**config.mk**
```make
export PLATFORM = sky130hd
export DESIGN_NAME = instr_fetch_queue
export DESIGN_NICKNAME = d
export VERILOG_FILES = /design/src/rtl/instr_fetch_queue_pkg.sv /design/src/rtl/fetch_fifo.sv /design/src/rtl/instr_fetch_queue.sv
export SDC_FILE = /design/constraint.sdc
export NUM_CORES = 1
export LEC_CHECK = 0
export CAP_MARGIN = 20
export CELL_PAD_IN_SITES_DETAIL_PLACEMENT = 1
export CELL_PAD_IN_SITES_GLOBAL_PLACEMENT = 1
export CORE_MARGIN = 2
export CORE_UTILIZATION = 40
export CTS_BUF_LIST = sky130_fd_sc_hd__clkbuf_16
export CTS_CLUSTER_DIAMETER = 120
export DETAILED_ROUTE_END_ITERATION = 7
export GPL_TIMING_DRIVEN = 0
export PLACE_DENSITY_LB_ADDON = 0.12
export SYNTH_ARGS = -nofsm -noshare
export SYNTH_HDL_FRONTEND = slang
export SYNTH_SLANG_ARGS = --single-unit
```
**constraint.sdc**
```tcl
create_clock -name clk -period 5.6 [get_ports clk]
set_input_delay 0.56 -clock clk [delete_from_list [all_inputs] [get_ports clk]]
set_output_delay 0.56 -clock clk [all_outputs]
set_load 0.005 [all_outputs]
```
**src/rtl/instr_fetch_queue_pkg.sv**
```systemverilog
// rtl/instr_fetch_queue_pkg.sv - shared widths, control FSM states and queue entry type for the fetch queue
package instr_fetch_queue_pkg;

    // Default program-counter and instruction widths
    localparam int IFQ_PC_W    = 64;
    localparam int IFQ_INSTR_W = 32;

    // FETCH: normal operation. FLUSH: the cycle after a redirect, where any
    // in-flight response still belongs to the old path and is dropped.
    typedef enum logic {
        ST_FETCH = 1'b0,
        ST_FLUSH = 1'b1
    } fetch_state_t;

    // One queue entry: the fetched instruction and the address it came from
    typedef struct packed {
        logic [IFQ_INSTR_W-1:0] instr;
        logic [IFQ_PC_W-1:0]    pc;
    } fetch_entry_t;

endpackage

```
**src/rtl/fetch_fifo.sv**
```systemverilog
// rtl/fetch_fifo.sv - circular entry store for the fetch queue with push, pop, flush and occupancy count
//
// Ports:
//   clk, reset     rising-edge clock, synchronous active-high reset
//   i_flush        empties the queue this cycle (push and pop are ignored)
//   i_push         write i_push_data at the tail (caller never pushes when full)
//   i_push_data    entry to write
//   i_pop          retire the head entry (ignored when empty)
//   o_head_data    entry at the head pointer
//   o_count        number of occupied entries, 0..DEPTH
module fetch_fifo #(
    parameter int DEPTH  = 4,
    parameter int DATA_W = 96,
    localparam int PTR_W = $clog2(DEPTH),
    localparam int CNT_W = PTR_W + 1
) (
    input  logic              clk,
    input  logic              reset,
    input  logic              i_flush,
    input  logic              i_push,
    input  logic [DATA_W-1:0] i_push_data,
    input  logic              i_pop,
    output logic [DATA_W-1:0] o_head_data,
    output logic [CNT_W-1:0]  o_count
);

    logic [DATA_W-1:0] r_mem [DEPTH];
    logic [PTR_W-1:0]  r_head;
    logic [PTR_W-1:0]  r_tail;
    logic [CNT_W-1:0]  r_count;

    logic w_do_push;
    logic w_do_pop;

    assign w_do_push = i_push && !i_flush;
    assign w_do_pop  = i_pop && !i_flush && (r_count != '0);

    // DEPTH is a power of two, so pointer wrap is plain binary overflow
    always_ff @(posedge clk) begin
        if (reset || i_flush) begin
            r_head  <= '0;
            r_tail  <= '0;
            r_count <= '0;
        end else begin
            if (w_do_push) begin
                r_tail <= r_tail + PTR_W'(1);
            end
            if (w_do_pop) begin
                r_head <= r_head + PTR_W'(1);
            end
            r_count <= r_count + CNT_W'(w_do_push) - CNT_W'(w_do_pop);
        end
    end

    // Entry storage needs no reset: count gates everything read from it
    always_ff @(posedge clk) begin
        if (w_do_push && !reset) begin
            r_mem[r_tail] <= i_push_data;
        end
    end

    assign o_head_data = r_mem[r_head];
    assign o_count     = r_count;

endmodule

```
**src/rtl/instr_fetch_queue.sv**
```systemverilog
// rtl/instr_fetch_queue.sv - credit-based instruction fetch unit feeding a small in-order instruction queue
//
// Ports:
//   clk, reset               rising-edge clock, synchronous active-high reset
//   imem_req, imem_addr      fetch request and byte address to instruction memory
//   imem_rdata               instruction returned one cycle after imem_req
//   redirect, redirect_pc    flush the queue and restart fetch at redirect_pc
//   instr_valid, instr_ready head handshake toward decode
//   instr, instr_pc          head instruction and its address
module instr_fetch_queue
    import instr_fetch_queue_pkg::*;
#(
    parameter int DEPTH   = 4,
    parameter int PC_W    = IFQ_PC_W,
    parameter int INSTR_W = IFQ_INSTR_W
) (
    input  logic               clk,
    input  logic               reset,
    output logic               imem_req,
    output logic [PC_W-1:0]    imem_addr,
    input  logic [INSTR_W-1:0] imem_rdata,
    input  logic               redirect,
    input  logic [PC_W-1:0]    redirect_pc,
    output logic               instr_valid,
    input  logic               instr_ready,
    output logic [INSTR_W-1:0] instr,
    output logic [PC_W-1:0]    instr_pc
);

    localparam int CNT_W = $clog2(DEPTH) + 1;

    logic [PC_W-1:0] r_pc;
    logic [PC_W-1:0] r_resp_pc;
    logic            r_inflight;
    fetch_state_t    r_state;

    logic [CNT_W-1:0]        w_count;
    logic [INSTR_W+PC_W-1:0] w_head;
    logic                    w_credit_ok;
    logic                    w_req;
    logic                    w_kill;
    logic                    w_push;
    logic                    w_pop;

    // A request is a credit on a queue slot; the outstanding one counts too,
    // so the response always finds room. A same-cycle pop is not credited.
    assign w_credit_ok = (w_count + CNT_W'(r_inflight)) < CNT_W'(DEPTH);
    assign w_req       = !reset && !redirect && w_credit_ok;

    // Responses arriving during the redirect cycle or the FLUSH cycle belong
    // to the abandoned path
    assign w_kill = redirect || (r_state == ST_FLUSH);
    assign w_push = r_inflight && !w_kill;
    assign w_pop  = instr_valid && instr_ready && !redirect;

    always_ff @(posedge clk) begin
        if (reset) begin
            r_pc       <= '0;
            r_resp_pc  <= '0;
            r_inflight <= 1'b0;
            r_state    <= ST_FETCH;
        end else begin
            r_state    <= redirect ? ST_FLUSH : ST_FETCH;
            r_inflight <= w_req;
            if (w_req) begin
                r_resp_pc <= r_pc;
            end
            // Redirect wins; the latest redirect_pc is always the one kept
            if (redirect) begin
                r_pc <= redirect_pc;
            end else if (w_req) begin
                r_pc <= r_pc + PC_W'(4);
            end
        end
    end

    fetch_fifo #(
        .DEPTH  (DEPTH),
        .DATA_W (INSTR_W + PC_W)
    ) u_fifo (
        .clk         (clk),
        .reset       (reset),
        .i_flush     (redirect),
        .i_push      (w_push),
        .i_push_data ({imem_rdata, r_resp_pc}),
        .i_pop       (w_pop),
        .o_head_data (w_head),
        .o_count     (w_count)
    );

    assign imem_req    = w_req;
    assign imem_addr   = r_pc;
    assign instr_valid = !reset && (w_count != '0);
    assign instr       = w_head[INSTR_W+PC_W-1:PC_W];
    assign instr_pc    = w_head[PC_W-1:0];

endmodule

```
Yosys cells after proc, flatten, opt, wreduce, memory -nomap -nowiden
Memory sizes are Yosys's and may differ from the RTL's. A register that Yosys moved wholly into a read port is not among the register bits.
Index checks and enable logic that the tools add are counted.

word-level totals
  latch bits = 0
  bits in registers = 137
  memories kept = 1
  bits in read-only memories = 0
  bits of input ports = 100
  output and inout bits = 162
  RAM bits = 384

memories
  name          depth  bits a word  read ports  clocked after memory_dff  write ports  RTL line          RTL
  u_fifo.r_mem  4      96           1           1                         1            fetch_fifo.sv:27  logic [DATA_W-1:0] r_mem [DEPTH];

operators by class
  reductions and logical operators = 17
  multiplexer cells = 7
  shifts and indexed selects = 0
  div/mod/pow operators = 0
  bitwise operators = 0
  $lt $le $gt $ge = 1
  $mul = 0
  add/subtract/negate cells = 6
  eq/ne operators = 0

operators with widths
  kind                                                             count
  64-bit 2-to-1 mux                                                2
  64-bit by 3-bit adder with 64-bit output, second input constant  1
  1-bit logical AND                                                10
  3-bit by 1-bit adder with 3-bit output                           2
  2-bit by 1-bit adder with 2-bit output, second input constant    2
  2-bit 2-to-1 mux                                                 2
  1-bit logical NOT                                                3
  3-bit less-than comparator, second input constant                1
  1-bit 2-to-1 mux                                                 3
  3-bit nonzero test                                               1
  3-bit by 1-bit subtractor with 3-bit output                      1
  1-bit logical OR                                                 2
  2-bit nonzero test                                               1

Depth between registers and ports, before layout
Gate-level depths: netlist (run 1).

  depth after elaboration = 8
  gate-level depth with buffers = 11
  gate-level depth less buffers = 9

Modules after synthesis
A second synthesis (run 1) with hierarchy kept.

unflattened totals
  cells, all modules = 1355
  area total of the unflattened synthesis = 20582.2 µm²

by module, submodules not included
  module             times used  cells an instance  seq. area each (µm²)  area an instance (µm²)
  fetch_fifo         1           549                11711.2               14343.8
  instr_fetch_queue  1           806                2602.5                6238.5

Least setup slack after synthesis (run 1)
Ideal clock, no wire load.

  path kind = input to register
  start = input port redirect
  end = memory u_fifo.r_mem[1][0] (enable)
  data arrival time = 3819 ps
  buffers on the path = 2
  path slack = 1315 ps
  setup time = 466 ps
  stages on the path = 4
  cells stage by stage = clkbuf_1 > clkbuf_1 > nor3b_1 > and3_1

on the way
  cells in the longest elaborated chain, start to end = 7
  elaborated cells between the ends (all ways) = 8
  classes of those cells = mux: 2; reduce/logical: 6

ends and longest elaborated chain
  item                                      RTL line                 RTL
  from (decl)                               instr_fetch_queue.sv:22  input logic redirect,
  1-bit logical OR                          instr_fetch_queue.sv:52  assign w_kill = redirect || (r_state == ST_FLUSH);
  1-bit logical NOT                         instr_fetch_queue.sv:53  assign w_push = r_inflight && !w_kill;
  1-bit logical AND                         instr_fetch_queue.sv:53
  1-bit logical AND *                       fetch_fifo.sv:35         assign w_do_push = i_push && !i_flush;
  1-bit logical AND *                       fetch_fifo.sv:57         if (w_do_push && !reset) begin
  1-bit 2-to-1 mux *                        fetch_fifo.sv:57
  1-bit 2-to-1 mux (not written as such) *  fetch_fifo.sv:58         r_mem[r_tail] <= i_push_data;
  to (decl)                                 fetch_fifo.sv:27

Every way passes the cells marked *; elsewhere a longest branch is shown, timed or not.

==> key figures, run 1 <==
Clock network
  – CTS Buf Count: 55
  – Clock insertion delay at the later pin of the skew report: 0.62 ns
  – H-tree depth reported by CTS: 2
  – Hold_buf cts: 0
  – Post-CTS Setup Inserts: 0
  – CTS sink cnt: 523
  – Clock-pin slew on the worst setup and hold paths: 0.06 ns
  – Root Buffer: clkbuf_16
  – Max Buffers Root-to-Sink: 3
  – CTS tree: built
  – PostCTS Resize Cnt: 0

Global routing
  – All-Layer GR Usage: 0.233
  – Gr ovfl total: 0
  – Vias in the first global route: 13700
  – Global-route wire length before repair: 90800 µm
  – Largest net degree at the start of global routing: 53
  – Antenna violations before repair: 3

Timing
  – Final setup violating endpoints: 0
  – Tcrit/Tclk final: 0.839
  – Clock Skews: 0.0191 ns
  – Fin crit period: 4.70 ns
  – Relative slew slack: 0.259
  – RSZ-0062 raised after global routing: no
  – Final Max Slew Viols: 0
  – Setup_tns: 0 ns
  – Final Hold Fails: 0
  – Hold slack: 0.477 ns
  – Pin slew with the least headroom to its limit: 1.11 ns
  – Max Fclk: 213 MHz

Min path
  – Hold path depth: 2
  – Hold Path Class: reg2reg

Setup path
  – CP Capture Type: output pin
  – Critical path launch point type: register
  – Worst path max stage delay: 0.72 ns
  – Slowest cell on the critical path: buf_1
  – CP max FO: 10
  – Top cell by count, worst path: buf_1
  – Length in cells of the worst reg-to-reg path: 8
  – Cells along the critical path: clkbuf_1 > buf_1 > buf_1 > mux4_2 > clkdlybuf4s50_1
  – Crit path required time: 5.04 ns
  – WP data arrival: 4.14 ns
  – Worst Path Class, Setup: reg2out

Synth
  – Top cells by area, synth: edfxtp_1, dfxtp_1, mux4_2
  – Synth Area per Inst: 15.1 µm²
  – Post-synth ARST share: 0
  – Syn_nets: 1466
  – Yosys warnings: 0
  – Seq/Total Area, Yosys: 0.699
  – Synth top area share: 0.563
  – Main synth FF type: edfxtp_1
  – Distinct cells, synth: 68
  – Register bit total from synthesis: 523
  – Yosys top cell by area: edfxtp_1
  – Synth Instances: 1358
  – Mapped Area: 20500 µm²
  – Number of synthesized flops with an enable pin: 384

Detailed routing
  – Final ANT Viol Nets: 0
  – DRT iter0 DRCs: 998
  – Via count: 13400
  – Wirelength per Cell: 25.6 µm
  – Residual DRC: 0
  – Final WL: 61400 µm
  – DR pass1 iterations: 6
  – Via density: 5.57

Placed design
  – Placed cell areas: 24100 µm²
  – DP Wirelength: 41900 µm
  – Dpl cells: 2297
  – Gpl congestion: 0.848
  – Port Buf Inserts: 260

Floorplan
  – Core area: 50400 µm²
  – Die Width: 230 µm
  – Die span in y: 230 µm
  – FP Rows: 82
  – Starting Density: 0.407
  – Die area: 53000 µm²
  – I/O pins: 262

Pwr
  – PwrDens: 324 nW/µm²
  – Maximum vdd drop: 0.000273 V
  – Lkg Pwr: 7.95 nW

Cells and area
  – Finished Layout Cells: 2402
  – Seq. cell area: 14300 µm²
  – Multi-input gate area: 5790 µm²
  – Final core utilization: 0.515
  – FILL cells: 4921
  – Finished Cell Area: 25900 µm²
  – Layout cell share with drive strength beyond 1: 0.113
  – Layout Nets: 1790
  – Area Overhead vs Synth: 26.7%

Status
  – Status: finished, final reports clean

Run
  – MaxCap Viol Count: 0
==> cells in the final DEF (no fill, tap or decap), types with 32 or more instances in the layout <==
cell type        instances
edfxtp_1               384
clkdlybuf4s50_1        260
nand2_1                180
dfxtp_1                139
mux4_2                  96
a21oi_1                 73
clkbuf_1                71
clkbuf_16               56
nor2_1                  50
nand3_1                 43
inv_1                   32
==> critical path, delay by kind of cell, from the launching register on <==
kind / cells / cell delay (ns)
multiplexers: 1 / 0.60
flip-flops: 1 / 0.31
buffers and inverters: 4 / 2.59
==> power breakdown <==
| group | leakage [nW] | switching (mW) | total (mW) | internal (mW) |
|---|---|---|---|---|
| Combinational | 2.53 | 0.207 | 0.402 | 0.195 |
| Sequential | 4.45 | 0.0852 | 4.28 | 4.20 |
| Clock | 0.961 | 1.54 | 3.73 | 2.19 |
| Total | 7.95 | 1.83 | 8.41 | 6.58 |
==> metal layers <==
metal,vias to the layer above,wire length [µm],track usage
met4,2,1840,0.0802
li1,5984,-,-
met2,411,29400,0.375
met3,97,3330,0.0402
met1,6896,26700,0.320
met5,-,11,0
==> cells in the mapped netlist, types with 6 or more instances <==
cell type / n
a211oi_1: 9
a21oi_1: 73
a311oi_1: 10
a31oi_1: 19
and2_1: 11
and3_1: 13
and4_1: 9
buf_1: 14
clkbuf_1: 71
dfxtp_1: 139
edfxtp_1: 384
ha_1: 7
inv_1: 16
mux4_2: 96
nand2_1: 180
nand3_1: 43
nand4_1: 25
nor2_1: 50
nor3_1: 16
nor4_1: 13
o211ai_1: 12
o21ai_0: 8
o31ai_1: 6
or3_1: 23
or4_1: 18
xnor2_1: 13
==> worst paths after layout <==
path,slack [ns],startpoint,end
max,0.90,register,instr_pc[63]
min,0.48,imem_addr[1],r_resp_pc[1]
min reg2reg,0.48,imem_addr[1],r_resp_pc[1]
max reg2reg,2.16,u_fifo.o_count[1],r_resp_pc[4]
==> layout make-up <==
cell class / count / area share
diodes: 2 / 0.000193
plain buffers: 87 / 0.0129
clock buffers: 56 / 0.0540
clock inverters: 47 / 0.0168
inverters: 18 / 0.00260
multi-input cells: 730 / 0.223
flip-flops and latches: 523 / 0.552
well taps: 672 / 0.0324
repair buffers: 267 / 0.106
==> state kept, by name, summed over array words and instances (netlist names), named ones only <==
signal	cells
imem_addr	64
r_inflight	1
r_resp_pc	64
r_state	1
u_fifo.o_count	3
u_fifo.r_head	2
u_fifo.r_mem	384
u_fifo.r_tail	2
==> logic make-up (layout without fill, tap and decap cells) <==
group           Yosys count  in the layout  synth area share
mux                     103            103             0.109
fa+ha+maj                 8              8           0.00525
simple gates            419            419             0.100
flops                   523            523             0.699
other cells               0              2                 0
compound gates          183            183            0.0594
xor+xnor                 17             17           0.00727
buf+inv                 105            475            0.0197
==> through the flow <==
step	power [mW]	worst slack, ns
finish	8.41	0.903
global route	8.65	0.649
CTS	8.49	0.741
detailed placement	4.77	1.24
global placement	4.76	-1.95
floorplan	4.47	1.32
Power figures use the tool's default switching activity.
==> run 2, diff against run 1 <==
Clock period 5.6 ns to 4.47 ns, I/O delays scaled along.
==> run 2 against run 1 <==
  * Count of clock-buffer cells in the layout unchanged
  * First-iteration DRC count is 5.9% lower
  * Critical endpoint is now imem_req
  * Highest routed layer unchanged
  * Cell area is 0.15% higher
==> key figures, run 2 (synthesis results as in run 1) <==
Clock network
  – Clock-pin slew on the worst setup and hold paths: 0.06 ns (about the same)
  – CTS Buf Count: 55 (unchanged)
  – H-tree depth reported by CTS: 2 (unchanged)
  – Max Buffers Root-to-Sink: 3 (unchanged)
  – CTS sink cnt: 523 (unchanged)
  – Clock insertion delay at the later pin of the skew report: 0.61 ns (about the same)
  – Root Buffer: clkbuf_16
  – Post-CTS Setup Inserts: 0 (unchanged)
  – CTS tree: built

Detailed routing
  – Final WL: 61400 µm (about the same)
  – Residual DRC: 0 (unchanged)
  – DR pass1 iterations: 5 (-1)
  – Wirelength per Cell: 25.6 µm (about the same)
  – Via count: 13400 (+0.037%)
  – DRT iter0 DRCs: 939 (-5.9%)
  – Final ANT Viol Nets: 0 (unchanged)
  – Via density: 5.58 (about the same)

Floorplan
  – Die Width: 230 µm (unchanged)
  – Die span in y: 230 µm (unchanged)
  – I/O pins: 262 (unchanged)
  – Die area: 53000 µm² (unchanged)
  – Core area: 50400 µm² (unchanged)
  – FP Rows: 82 (unchanged)
  – Starting Density: 0.407 (unchanged)

Global routing
  – Global-route wire length before repair: 90900 µm (about the same)
  – Largest net degree at the start of global routing: 53 (unchanged)
  – Gr ovfl total: 0 (unchanged)
  – Vias in the first global route: 13700 (+0.087%)
  – All-Layer GR Usage: 0.233 (about the same)
  – Antenna violations before repair: 3 (unchanged)

Placed design
  – Port Buf Inserts: 260 (unchanged)
  – Placed cell areas: 24100 µm² (unchanged)
  – Gpl congestion: 0.848 (unchanged)
  – DP Wirelength: 41900 µm (unchanged)
  – Pre-CTS setup slack: 0.225 ns (-1.02 ns)

Timing
  – Max Fclk: 236 MHz
  – Setup slack after layout: 0.238 ns (-0.665 ns)
  – RSZ-0062 raised after global routing: no
  – Hold slack: 0.423 ns (-0.0541 ns)
  – Pin slew with the least headroom to its limit: 1.10 ns (-0.00710 ns)
  – Fin crit period: 4.23 ns
  – Clock Skews: 0.0165 ns (-0.00255 ns)
  – Final setup violating endpoints: 0 (unchanged)
  – Final Hold Fails: 0 (unchanged)
  – Tcrit/Tclk final: 0.947
  – Final Max Slew Viols: 0 (unchanged)
  – Relative slew slack: 0.264 (+0.00474)
  – Setup_tns: 0 ns (unchanged)

Pwr
  – Total chip power: 10.5 mW (+25%)
  – Maximum vdd drop: 0.000341 V (+25%)
  – Lkg Pwr: 7.96 nW (+0.19%)
  – PwrDens: 406 nW/µm² (+25%)

Setup path
  – R2R Setup Slk: 1.13 ns (-1.03 ns)
  – Slowest cell on the critical path: clkdlybuf4s50_1
  – Worst Path Class, Setup: reg2out
  – Worst path max stage delay: 0.62 ns (-0.10 ns)
  – WP data arrival: 3.79 ns (-0.35 ns)
  – CP Capture Type: output pin
  – CP max FO: 10 (unchanged)
  – Crit path required time: 4.02 ns (-1.02 ns)
  – Top cell by count, worst path: clkbuf_1
  – Critical path launch point type: register
  – Cells along the critical path: nand3_1 > xor2_2 > nand2_1 > clkbuf_1 > inv_2 > clkbuf_1 > clkdlybuf4s50_1

Cells and area
  – Max FFs per register: 384 (unchanged)
  – Layout cell share with drive strength beyond 1: 0.116 (+0.00347)
  – Layout Nets: 1790 (unchanged)
  – Seq. cell area: 14300 µm² (unchanged)
  – Multi-input gate area: 5800 µm² (+0.13%)
  – Area Overhead vs Synth: 26.8%
  – Most frequent cells in the layout: edfxtp_1, clkdlybuf4s50_1, nand2_1, dfxtp_1, mux4_2
  – Reg with most FFs: u_fifo.r_mem
  – Most common cell after layout, fill and taps aside: edfxtp_1
  – FILL cells: 4913 (-0.16%)
  – Finished Cell Area: 26000 µm² (+0.15%)

Min path
  – Hold Path Class: in2reg

Status
  – Status: finished, final reports clean

Run
  – MaxCap Viol Count: 0 (unchanged)
run 2: what timing repair did:
item,in CTS,in global routing
resized for setup,10,1
setup endpoints to repair,41,10
hold buffers,0,0
run 2: metrics by stage:
step / instances / utilization
3_5_place_dp: 2297 / 0.478
2_1_floorplan: 1358 / -
6_report: 2402 / 0.516
3_3_place_gp: 2290 / 0.475
4_1_cts: 2400 / 0.516
5_1_grt: 2402 / 0.516
run 2: final cells by class:
class | count | area share
diodes | 2 | 0.000193
plain buffers | 87 | 0.0141
clock buffers | 56 | 0.0539
clock inverters | 47 | 0.0168
inverters | 18 | 0.00260
multi-input cells | 730 | 0.223
flip-flops and latches | 523 | 0.551
well taps | 672 | 0.0324
repair buffers | 267 | 0.106
run 2: worst paths after layout:
| check | startpoint | to | cells past startpoint |
|---|---|---|---|
| min reg2reg | imem_addr[0] | r_resp_pc[0] | 2 |
| max reg2reg | imem_addr[14] | imem_addr[55] | 7 |
| min | redirect_pc[7] | imem_addr[7] | 3 |
| max | u_fifo.o_count[1] | imem_req | 7 |
run 2: worst max-delay path: cells and delay by family (launching register included):
kind / cells / cell delay [ns]
and+or+nand+nor: 2 / 0.32
xor gates and xnor gates: 1 / 0.51
buffers and inverters: 4 / 1.92
DFF: 1 / 0.39
run 2: per-layer routing:
metal | vias to the layer above | wire, µm | GRT usage
met5 | - | 11 | 0
met4 | 2 | 1910 | 0.0817
met3 | 102 | 3170 | 0.0402
met2 | 390 | 29500 | 0.374
met1 | 6914 | 26800 | 0.320
li1 | 5987 | - | -
run 2: power by group:
group	switching (mW)	internal (mW)	leakage (nW)
sequential	0.107	5.26	4.45
combinational	0.260	0.245	2.55
clock	1.93	2.74	0.961
total	2.30	8.24	7.96
==> edit, RTL diff (flow settings as in run 1) <==
Reset style: asynchronous (`reset`), changed in one clocked block. Comments in the files are not updated.
--- a/src/rtl/instr_fetch_queue.sv
+++ b/src/rtl/instr_fetch_queue.sv
@@ -53,7 +53,7 @@
     assign w_push = r_inflight && !w_kill;
     assign w_pop  = instr_valid && instr_ready && !redirect;
 
-    always_ff @(posedge clk) begin
+    always_ff @(posedge clk or posedge reset) begin
         if (reset) begin
             r_pc       <= '0;
             r_resp_pc  <= '0;
Function: differs if reset is asserted again (counterexample within 4 cycles, from zero or initial values and one cycle with reset high); with reset held inactive, the same outputs for 4 cycles.
==> edit against run 1 <==
Worst setup slack lost 230 ps; clock power shrank 8.3%; core utilization shrank 0.43 points; total power grew 1.3%; combinational power grew 36%; sequential cell count is the same; synthesized cell count shrank 3.1%; area after synthesis grew 1.6%; via count shrank 3.6%; wire length shrank 1.1%; sequential share of layout area grew 1.8 points; design area grew 1.2%; critical path type is now in2out; largest cell class unchanged.
==> edit: results (changes against run 1) <==
worst-path fanout max=11 (+1); Initial DRC Count=789 (-21%); Worst Skew=13.5 ps (-5.52 ps); Area contributors post-synth=edfxtp_1, dfrtp_1, mux4_2; internal power=0.00654 W (-0.58%); Avg Vias per Cell=5.44 (-2.5%); worst r2r dst=r_resp_pc[35]; vias post-DR=12,900 (-3.6%); status=completed; syn_nets=1,424 (-2.9%); HPWL after DPL=40,900 um (-2.5%); number of global-route vias before repair=13,800 (+0.17%); Post-synth ARST share=0.249 (+0.249); FF-to-FF path depth=9 (+1); Synth cell types=58 (-15%); syn_area_per_cell=15.8 sq um (+4.9%); Worst R2R Start=u_fifo.o_count[2]; initial antenna violation count=1 (-2); Min-Delay Path Class=in2async; routability cong.=0.878 (+3.6%); layout cell share with drive strength beyond 1=0.128 (+0.0148); Least-Margin Pin Slew=1200 ps (+89.6 ps); Seq/Total Area, Yosys=0.719 (+0.0200); I/O Buffers=261 (+0.38%); Total Routed Length=60,700 um (-1.1%); Overall Global Routing Usage=0.230 (-0.00323); max incr delay on CP=780 ps (+60 ps); Hold WS=448 ps (-28.4 ps)
==> edit: cell families after synthesis <==
group / count (synthesis) / share of synthesized area
compound gates: 111 / 0.0376
xor+xnor: 13 / 0.00547
mux: 103 / 0.108
flops: 523 / 0.719
simple gates: 467 / 0.108
fa+ha+maj: 8 / 0.00517
buf+inv: 91 / 0.0173
==> edit: layout make-up <==
cell class / instances / share of cell area
Timing Repair Buffer: 272 / 0.109
Clock buffer: 57 / 0.0543
Clock inverter: 47 / 0.0103
Antenna cell: 1 / 0.0000953
Tap cell: 680 / 0.0324
Multi-Input combinational cell: 702 / 0.210
Sequential cell: 523 / 0.570
Buffer: 68 / 0.0104
Inverter: 23 / 0.00343
==> edit: through the flow <==
| stage | total power, W | instance area [sq um] |
|---|---|---|
| floorplan | 0.00477 | 20800 |
| global placement | 0.00514 | 24300 |
| CTS | 0.00861 | 26200 |
| finish | 0.00852 | 26300 |
| detailed placement | 0.00517 | 24600 |
| global route | 0.00882 | 26300 |
==> edit: critical path, delay by kind of cell <==
family	cells	cell delay, ps
buffers and inverters	8	3300
multiplexers	1	210
AND/OR/NAND/NOR	1	280
==> edit: worst max-delay path by stage <==
| stage | startpoint | end | slack (ps) |
|---|---|---|---|
| after CTS | redirect | imem_req | 640 |
| after floorplan | reset | u_fifo.r_mem[1][0] | 700 |
| after global routing | redirect | imem_req | 470 |
| after detailed placement | redirect | imem_req | 670 |
| after global placement | reset | u_fifo.r_mem[2][68] | -3090 |
| final | redirect | imem_req | 670 |
==> edit: per-layer routing <==
metal	GRT usage	routed length [um]
met5	0	0
met4	0.0703	1390
met3	0.0409	3320
met2	0.374	29600
met1	0.315	26400
==> edit: power groups by stage <==
stage,Sequential [W],Combinational [W],Clock (W)
after global routing,0.00457,0.000596,0.00365
after floorplan,0.00455,0.000219,0
final,0.00455,0.000547,0.00342
after detailed placement,0.00462,0.000549,0
after CTS,0.00455,0.000553,0.00351
after global placement,0.00461,0.000530,0
